**config.mk**
```make
export PLATFORM = sky130hd
export DESIGN_NAME = data_cache_responder
export DESIGN_NICKNAME = d
export VERILOG_FILES = /design/src/rtl/data_cache_responder.sv
export SDC_FILE = /design/constraint.sdc
export NUM_CORES = 2
export LEC_CHECK = 0
export ABC_AREA = 1
export CORE_MARGIN = 4
export CORE_UTILIZATION = 40
export DETAILED_ROUTE_END_ITERATION = 8
export GPL_ROUTABILITY_DRIVEN = 0
export SLEW_MARGIN = 20
export SYNTH_ARGS = -nofsm -noshare
export SYNTH_HDL_FRONTEND = slang
export SYNTH_SLANG_ARGS = --single-unit
```
**constraint.sdc**
```tcl
create_clock -name clk -period 7.9 [get_ports clk]
set_clock_uncertainty 0.05 [all_clocks]
set_input_delay 1.58 -clock clk [delete_from_list [all_inputs] [get_ports clk]]
set_output_delay 1.58 -clock clk [all_outputs]
set_load 0.1 [all_outputs]
```
**src/rtl/data_cache_responder.sv**
```systemverilog
// Direct-mapped, write-through, no-write-allocate data cache with a store buffer.
// Serves MEM-stage loads/stores and talks to word-wide backing memory over req/ack.
module data_cache_responder #(
    parameter int unsigned INDEX_BITS = 6,
    parameter int unsigned WB_DEPTH   = 4
) (
    input  logic        clk,
    input  logic        rst,
    input  logic        cpu_r_en,
    input  logic [3:0]  cpu_w_en,
    input  logic [31:0] cpu_addr,
    input  logic [31:0] cpu_wdata,
    output logic [31:0] cpu_rdata,
    output logic        data_cache_ready,
    output logic        mem_req,
    output logic        mem_we,
    output logic [3:0]  mem_wstrb,
    output logic [31:0] mem_addr,
    output logic [31:0] mem_wdata,
    input  logic [31:0] mem_rdata,
    input  logic        mem_ack
);

    localparam int unsigned LINES = 1 << INDEX_BITS;
    localparam int unsigned TAG_W = 30 - INDEX_BITS;
    localparam int unsigned WB_AW = $clog2(WB_DEPTH);
    localparam int unsigned PTR_W = WB_AW + 1;

    typedef enum logic [1:0] {S_IDLE = 2'd0, S_DRAIN = 2'd1, S_FILL = 2'd2} state_e;
    state_e state_q, state_d;

    logic [LINES-1:0] valid_q, valid_d;
    logic [TAG_W-1:0] tag_q  [LINES];
    logic [31:0]      data_q [LINES];

    logic [29:0]      wb_addr_q [WB_DEPTH];
    logic [31:0]      wb_data_q [WB_DEPTH];
    logic [3:0]       wb_strb_q [WB_DEPTH];
    logic [PTR_W-1:0] wr_ptr_q, wr_ptr_d, rd_ptr_q, rd_ptr_d;
    logic [29:0]      miss_addr_q, miss_addr_d;

    logic [INDEX_BITS-1:0] cpu_idx, line_idx;
    logic [TAG_W-1:0]      cpu_tag, line_tag;
    logic [WB_AW-1:0]      wb_head, wb_tail;
    logic                  hit, wb_empty, wb_full;
    logic                  drain_c, fill_c, pop_c, push_c, load_miss_c, fill_done_c;
    logic                  line_we;
    logic [31:0]           line_data, merge_data;
    logic                  addr_lsb_unused;

    assign cpu_idx         = cpu_addr[INDEX_BITS+1:2];
    assign cpu_tag         = cpu_addr[31:INDEX_BITS+2];
    assign addr_lsb_unused = ^cpu_addr[1:0];
    assign hit             = valid_q[cpu_idx] && (tag_q[cpu_idx] == cpu_tag);
    assign wb_head         = rd_ptr_q[WB_AW-1:0];
    assign wb_tail         = wr_ptr_q[WB_AW-1:0];
    assign wb_empty        = (wr_ptr_q == rd_ptr_q);
    assign wb_full         = (wr_ptr_q[WB_AW] != rd_ptr_q[WB_AW]) && (wb_tail == wb_head);

    // Handshake qualifiers, buffer pointer updates and line-write selection
    always_comb begin
        drain_c     = (state_q != S_FILL) && !wb_empty;
        fill_c      = (state_q == S_FILL);
        pop_c       = drain_c && mem_ack;
        fill_done_c = fill_c && mem_ack;
        load_miss_c = (state_q == S_IDLE) && cpu_r_en && !hit;
        push_c      = (state_q == S_IDLE) && !cpu_r_en && (cpu_w_en != 4'b0000)
                      && (!wb_full || pop_c);

        for (int b = 0; b < 4; b++) begin
            merge_data[8*b +: 8] = cpu_w_en[b] ? cpu_wdata[8*b +: 8] : data_q[cpu_idx][8*b +: 8];
        end

        line_we   = 1'b0;
        line_idx  = cpu_idx;
        line_tag  = cpu_tag;
        line_data = merge_data;
        if (fill_done_c) begin
            line_we   = 1'b1;
            line_idx  = miss_addr_q[INDEX_BITS-1:0];
            line_tag  = miss_addr_q[29:INDEX_BITS];
            line_data = mem_rdata;
        end else if (push_c && hit) begin
            line_we = 1'b1;
        end

        valid_d = valid_q;
        if (line_we) begin
            valid_d[line_idx] = 1'b1;
        end
        wr_ptr_d    = wr_ptr_q + PTR_W'(push_c);
        rd_ptr_d    = rd_ptr_q + PTR_W'(pop_c);
        miss_addr_d = load_miss_c ? cpu_addr[31:2] : miss_addr_q;
    end

    always_ff @(posedge clk or posedge rst) begin
        if (rst) begin
            state_q <= S_IDLE;
        end else begin
            state_q <= state_d;
        end
    end

    // A miss must see every older store reach memory before its fill is issued
    always_comb begin
        state_d = state_q;
        case (state_q)
            S_IDLE:  if (load_miss_c) state_d = (rd_ptr_d == wr_ptr_q) ? S_FILL : S_DRAIN;
            S_DRAIN: if (rd_ptr_d == wr_ptr_q) state_d = S_FILL;
            S_FILL:  if (mem_ack) state_d = S_IDLE;
            default: state_d = S_IDLE;
        endcase
    end

    always_comb begin
        mem_req          = 1'b0;
        mem_we           = 1'b0;
        mem_wstrb        = 4'b0000;
        mem_addr         = 32'h0;
        mem_wdata        = 32'h0;
        data_cache_ready = 1'b1;
        cpu_rdata        = 32'h0;
        if (fill_c) begin
            mem_req  = 1'b1;
            mem_addr = {miss_addr_q, 2'b00};
        end else if (drain_c) begin
            mem_req   = 1'b1;
            mem_we    = 1'b1;
            mem_wstrb = wb_strb_q[wb_head];
            mem_addr  = {wb_addr_q[wb_head], 2'b00};
            mem_wdata = wb_data_q[wb_head];
        end
        if (cpu_r_en) begin
            data_cache_ready = (state_q == S_IDLE) && hit;
            if ((state_q == S_IDLE) && hit) begin
                cpu_rdata = data_q[cpu_idx];
            end
        end else if (cpu_w_en != 4'b0000) begin
            data_cache_ready = push_c;
        end
    end

    always_ff @(posedge clk or posedge rst) begin
        if (rst) begin
            valid_q     <= '0;
            wr_ptr_q    <= '0;
            rd_ptr_q    <= '0;
            miss_addr_q <= '0;
        end else begin
            valid_q     <= valid_d;
            wr_ptr_q    <= wr_ptr_d;
            rd_ptr_q    <= rd_ptr_d;
            miss_addr_q <= miss_addr_d;
        end
    end

    // Storage arrays carry no reset; valid bits and pointers qualify them
    always_ff @(posedge clk) begin
        if (line_we) begin
            tag_q[line_idx]  <= line_tag;
            data_q[line_idx] <= line_data;
        end
        if (push_c) begin
            wb_addr_q[wb_tail] <= cpu_addr[31:2];
            wb_data_q[wb_tail] <= cpu_wdata;
            wb_strb_q[wb_tail] <= cpu_w_en;
        end
    end

endmodule

```
==> key figures <==
Logic synthesis
  • Seq/Total Area, Yosys: 74.9%
  • Post-synthesis cell type count: 38
  • Average size of a mapped cell: 12.4 µm²
  • Number of warnings reported in the yosys synthesis log: 0
  • Count of flip-flops with a built-in enable after synthesis: 3,848
  • Mapped Cells: 12,700
  • Primary flip-flop cell chosen by synthesis mapping: sky130_fd_sc_hd__edfxtp_1
  • Synth async-reset ratio: 2.58%
  • #FFs+latches synth: 3,950
  • Post-synthesis instance area: 0.158 mm²

STA
  • Measured slew at the worst slew-check pin: 1.19 ns
  • Achievable frequency: 136 MHz
  • Setup repair after global routing missed its margin: false
  • Total count of hold-check failures in the final report: 0
  • Total negative slack for setup checks: 0 ns
  • Time the final worst path needs with I/O delays and setup: 7.36 ns
  • Share of the cycle needed by the critical path after routing: 93.1%
  • Final Max Tran Viols: 0
  • Final worst-path setup slack: 0.542 ns
  • Total setup violations reported at the end of the flow: 0
  • Worst-case headroom to the max-slew limit: 20.5%

Die
  • Floorplan row count: 230
  • IO Pins: 207
  • Die footprint: 0.404 mm²
  • X dimension of the die: 636 µm
  • Core box area: 0.393 mm²
  • Starting density of the core: 40.2%
  • Die height: 636 µm

Detailed routing
  • Initial DRT Pass Iterations: 6
  • Vias per inst: 5.82
  • Number of routed nets with antenna violations: 0
  • Detailed router's first-iteration violation count: 14,700
  • Detailed-route DRC error count: 0
  • WL per Instance: 27.6 µm
  • Via total after detailed routing: 108,000
  • Total wire length: 511 mm

Clocking
  • Buffers from clock root to sink, at most: 4
  • Insertion delay to the later sink of the worst-skew pair: 0.97 ns
  • Number of buffers inserted by hold repair at cts: 0
  • Deepest level of the CTS H-tree: 5
  • Post-cts repair resize count: 0
  • Post-CTS repair timing setup buffer count: 0
  • Clock slew seen by the registers of the worst setup and hold paths: 0.06 ns
  • CTS tree: built
  • CTS root buffer: sky130_fd_sc_hd__clkbuf_16
  • Clock buffer count from CTS: 398
  • Sink Count: 3,950

Critical path
  • CP Capture Type: output pin
  • Data required, critical path: 6.27 ns
  • Arr. time, crit path: 5.73 ns
  • Crit Path Class: primary input to output pin
  • Largest fanout of any net on the critical path: 66
  • Crit start category: primary input

Global routing
  • Initial antenna violation count: 13
  • Number of global-route vias before repair: 97,200
  • Wire length of the first global-routing pass: 722 mm
  • GRT Overall Usage: 24.3%
  • Largest net degree at the start of global routing: 114
  • Total congestion overflow after global routing: 0

Hold path
  • Hold WC Path Type: flop to flop

Layout
  • Layout cells sized above 1: 9.63%
  • Share of the core filled with cells in the final layout: 46.7%
  • Synthesis-to-finish area growth: 16.1%
  • Non-Filler Cell Area, Final: 0.183 mm²
  • Total number of nets in the final design: 13,000

Pwr
  • Power per cell area: 289 mW/mm²
  • Static Leak: 61.3 nW
  • Final Total Pwr: 0.0528 W
  • Largest vdd supply drop: 0.214 mV

Placed design
  • Worst setup slack before clock tree synthesis: 0.853 ns
  • Total cell area at the placement stage: 0.170 mm²
  • Sum of net half-perimeters after detailed placement: 286 mm
  • Number of port buffers: 202

Run status
  • Result of the run: finished clean

Job
  • Total of max-cap violations: 0
## metal layers
layer | track usage [%] | vias up | share of wire, %
li1 | - | 46800 | -
met1 | 35.0 | 53600 | 40
met2 | 36.2 | 6260 | 44
met3 | 5.39 | 957 | 12
met4 | 9.19 | 8 | 4.2
met5 | 0 | - | 0.010
## cell families after synthesis
| group | after synthesis | share of synthesized area [%] |
|---|---|---|
| AO/OA/AOI/OAI | 2411 | 8.43 |
| other | 1 | 0.00238 |
| AND/OR/NAND/NOR | 5263 | 13.8 |
| flip-flops | 3950 | 74.9 |
| XOR/XNOR | 9 | 0.0500 |
| adder cells (fa/ha/maj) | 4 | 0.0317 |
| buffers and inverters | 1066 | 2.76 |
## worst max-delay path: stages
cell and delay, ns:
sky130_fd_sc_hd__buf_16 0.19, sky130_fd_sc_hd__inv_8 0.34, sky130_fd_sc_hd__buf_12 0.31, sky130_fd_sc_hd__nand2_1 0.08, sky130_fd_sc_hd__nand3_1 0.09, sky130_fd_sc_hd__nand3_1 0.11
sky130_fd_sc_hd__nand2_1 0.11, sky130_fd_sc_hd__nand2_1 0.05, sky130_fd_sc_hd__nand3_1 0.12, sky130_fd_sc_hd__nand3_1 0.55, sky130_fd_sc_hd__nand3_1 0.44, sky130_fd_sc_hd__nand3_1 0.13
sky130_fd_sc_hd__nor3_1 0.22, sky130_fd_sc_hd__nand3b_1 0.10, sky130_fd_sc_hd__nor2_1 0.12, sky130_fd_sc_hd__buf_4 0.14, sky130_fd_sc_hd__nand2_2 0.06, sky130_fd_sc_hd__buf_12 0.21
sky130_fd_sc_hd__nor2_1 0.25, sky130_fd_sc_hd__buf_12 0.21
## layout by cell type, fill, tap and decap left out, types with 19 or more instances in the layout
cell,Yosys,final
sky130_fd_sc_hd__o22a_1,19,19
sky130_fd_sc_hd__buf_4,13,318
sky130_fd_sc_hd__clkbuf_1,569,67
sky130_fd_sc_hd__inv_6,0,39
sky130_fd_sc_hd__nor2_4,0,37
sky130_fd_sc_hd__nor2_1,1644,1607
sky130_fd_sc_hd__clkbuf_16,0,401
sky130_fd_sc_hd__a21oi_1,144,144
sky130_fd_sc_hd__o211ai_1,25,25
sky130_fd_sc_hd__o21ai_0,1524,1500
sky130_fd_sc_hd__nand2_1,2001,1979
sky130_fd_sc_hd__inv_1,160,128
sky130_fd_sc_hd__clkinv_1,0,89
sky130_fd_sc_hd__o22ai_1,605,605
sky130_fd_sc_hd__edfxtp_1,3848,3848
sky130_fd_sc_hd__dfrtp_1,102,100
sky130_fd_sc_hd__bufinv_16,0,45
sky130_fd_sc_hd__buf_12,0,239
sky130_fd_sc_hd__nand2_2,2,22
sky130_fd_sc_hd__clkdlybuf4s50_1,0,162
sky130_fd_sc_hd__o21ai_4,0,24
sky130_fd_sc_hd__a221o_1,29,29
sky130_fd_sc_hd__nand3_1,1585,1585
sky130_fd_sc_hd__o32ai_1,33,33
sky130_fd_sc_hd__clkinv_2,0,83
## where the power goes
group | internal (W) | leakage [nW] | total, W | switching (W)
clock network | 0.0108 | 6.30 | 0.0188 | 0.00804
registers | 0.0244 | 35.8 | 0.0246 | 0.000218
logic | 0.00200 | 19.2 | 0.00937 | 0.00737
## state kept, by name, indices dropped and copies added (netlist names)
signal	flops
wr_ptr_q	3
wb_strb_q	16
tag_q	1536
wb_data_q	128
miss_addr_q	30
rd_ptr_q	3
valid_q	64
wb_addr_q	120
data_q	2048
state_q	2
## cell usage after synthesis, types with 2 or more instances
library cell | instances | area share (%)
sky130_fd_sc_hd__a221o_1 | 29 | 0.18
sky130_fd_sc_hd__a21oi_1 | 144 | 0.46
sky130_fd_sc_hd__nor3_1 | 10 | 0.032
sky130_fd_sc_hd__buf_6 | 2 | 0.014
sky130_fd_sc_hd__o22ai_1 | 605 | 2.4
sky130_fd_sc_hd__xnor2_1 | 3 | 0.017
sky130_fd_sc_hd__o22a_1 | 19 | 0.11
sky130_fd_sc_hd__nand3_1 | 1585 | 5.0
sky130_fd_sc_hd__o21ai_1 | 16 | 0.051
sky130_fd_sc_hd__o32ai_1 | 33 | 0.18
sky130_fd_sc_hd__a31o_2 | 7 | 0.039
sky130_fd_sc_hd__nor2_2 | 3 | 0.012
sky130_fd_sc_hd__o32a_1 | 2 | 0.013
sky130_fd_sc_hd__o21ai_0 | 1524 | 4.8
sky130_fd_sc_hd__nor2_1 | 1644 | 3.9
sky130_fd_sc_hd__buf_2 | 226 | 0.72
sky130_fd_sc_hd__nand2_1 | 2001 | 4.8
sky130_fd_sc_hd__clkbuf_1 | 569 | 1.4
sky130_fd_sc_hd__or2_2 | 4 | 0.016
sky130_fd_sc_hd__buf_4 | 13 | 0.062
sky130_fd_sc_hd__edfxtp_1 | 3848 | 73
sky130_fd_sc_hd__nand2_2 | 2 | 0.0079
sky130_fd_sc_hd__nand4_1 | 7 | 0.028
sky130_fd_sc_hd__dfrtp_1 | 102 | 1.6
sky130_fd_sc_hd__o221ai_1 | 2 | 0.011
sky130_fd_sc_hd__o211ai_1 | 25 | 0.12
sky130_fd_sc_hd__ha_1 | 4 | 0.032
sky130_fd_sc_hd__inv_1 | 160 | 0.38
sky130_fd_sc_hd__xor2_1 | 6 | 0.033
sky130_fd_sc_hd__and2_1 | 2 | 0.0079
sky130_fd_sc_hd__a32o_1 | 5 | 0.032
sky130_fd_sc_hd__inv_2 | 5 | 0.012
sky130_fd_sc_hd__nand3b_1 | 2 | 0.0095
sky130_fd_sc_hd__buf_1 | 91 | 0.22
## path summary, 6_finish.rpt
check	depth (start not counted)	endpoint	slack, ns	startpoint
setup / recovery	20	cpu_rdata[11]	0.54	cpu_addr[2]
hold / removal	2	valid_q[54]	0.40	valid_q[54]
setup reg to reg	11	data_q[49][3]	2.84	rd_ptr_q[0]
hold reg to reg	2	valid_q[54]	0.40	valid_q[54]
max in group asynchronous	3	miss_addr_q[12]	5.45	rst
min in group asynchronous	2	miss_addr_q[1]	0.96	rst
## layout make-up
| cell class | instances | area, µm² |
|---|---|---|
| tap | 5220 | 6530 |
| timing repair buffer | 726 | 8900 |
| clock buffer | 469 | 10300 |
| sequential | 3950 | 118000 |
| antenna | 5 | 12.5 |
| inverter | 165 | 805 |
| fill | 34500 | 209000 |
| multi-input combinational | 7689 | 35900 |
| clock inverter | 256 | 2590 |
## metrics by stage
stage               instances  hold slack, ns
floorplan               12700           0.368
global placement        17800           0.379
detailed placement      17800           0.385
CTS                     18500           0.400
global route            18500           0.412
finish                  18500           0.400
No activity file was read; power rests on OpenSTA's default activity.
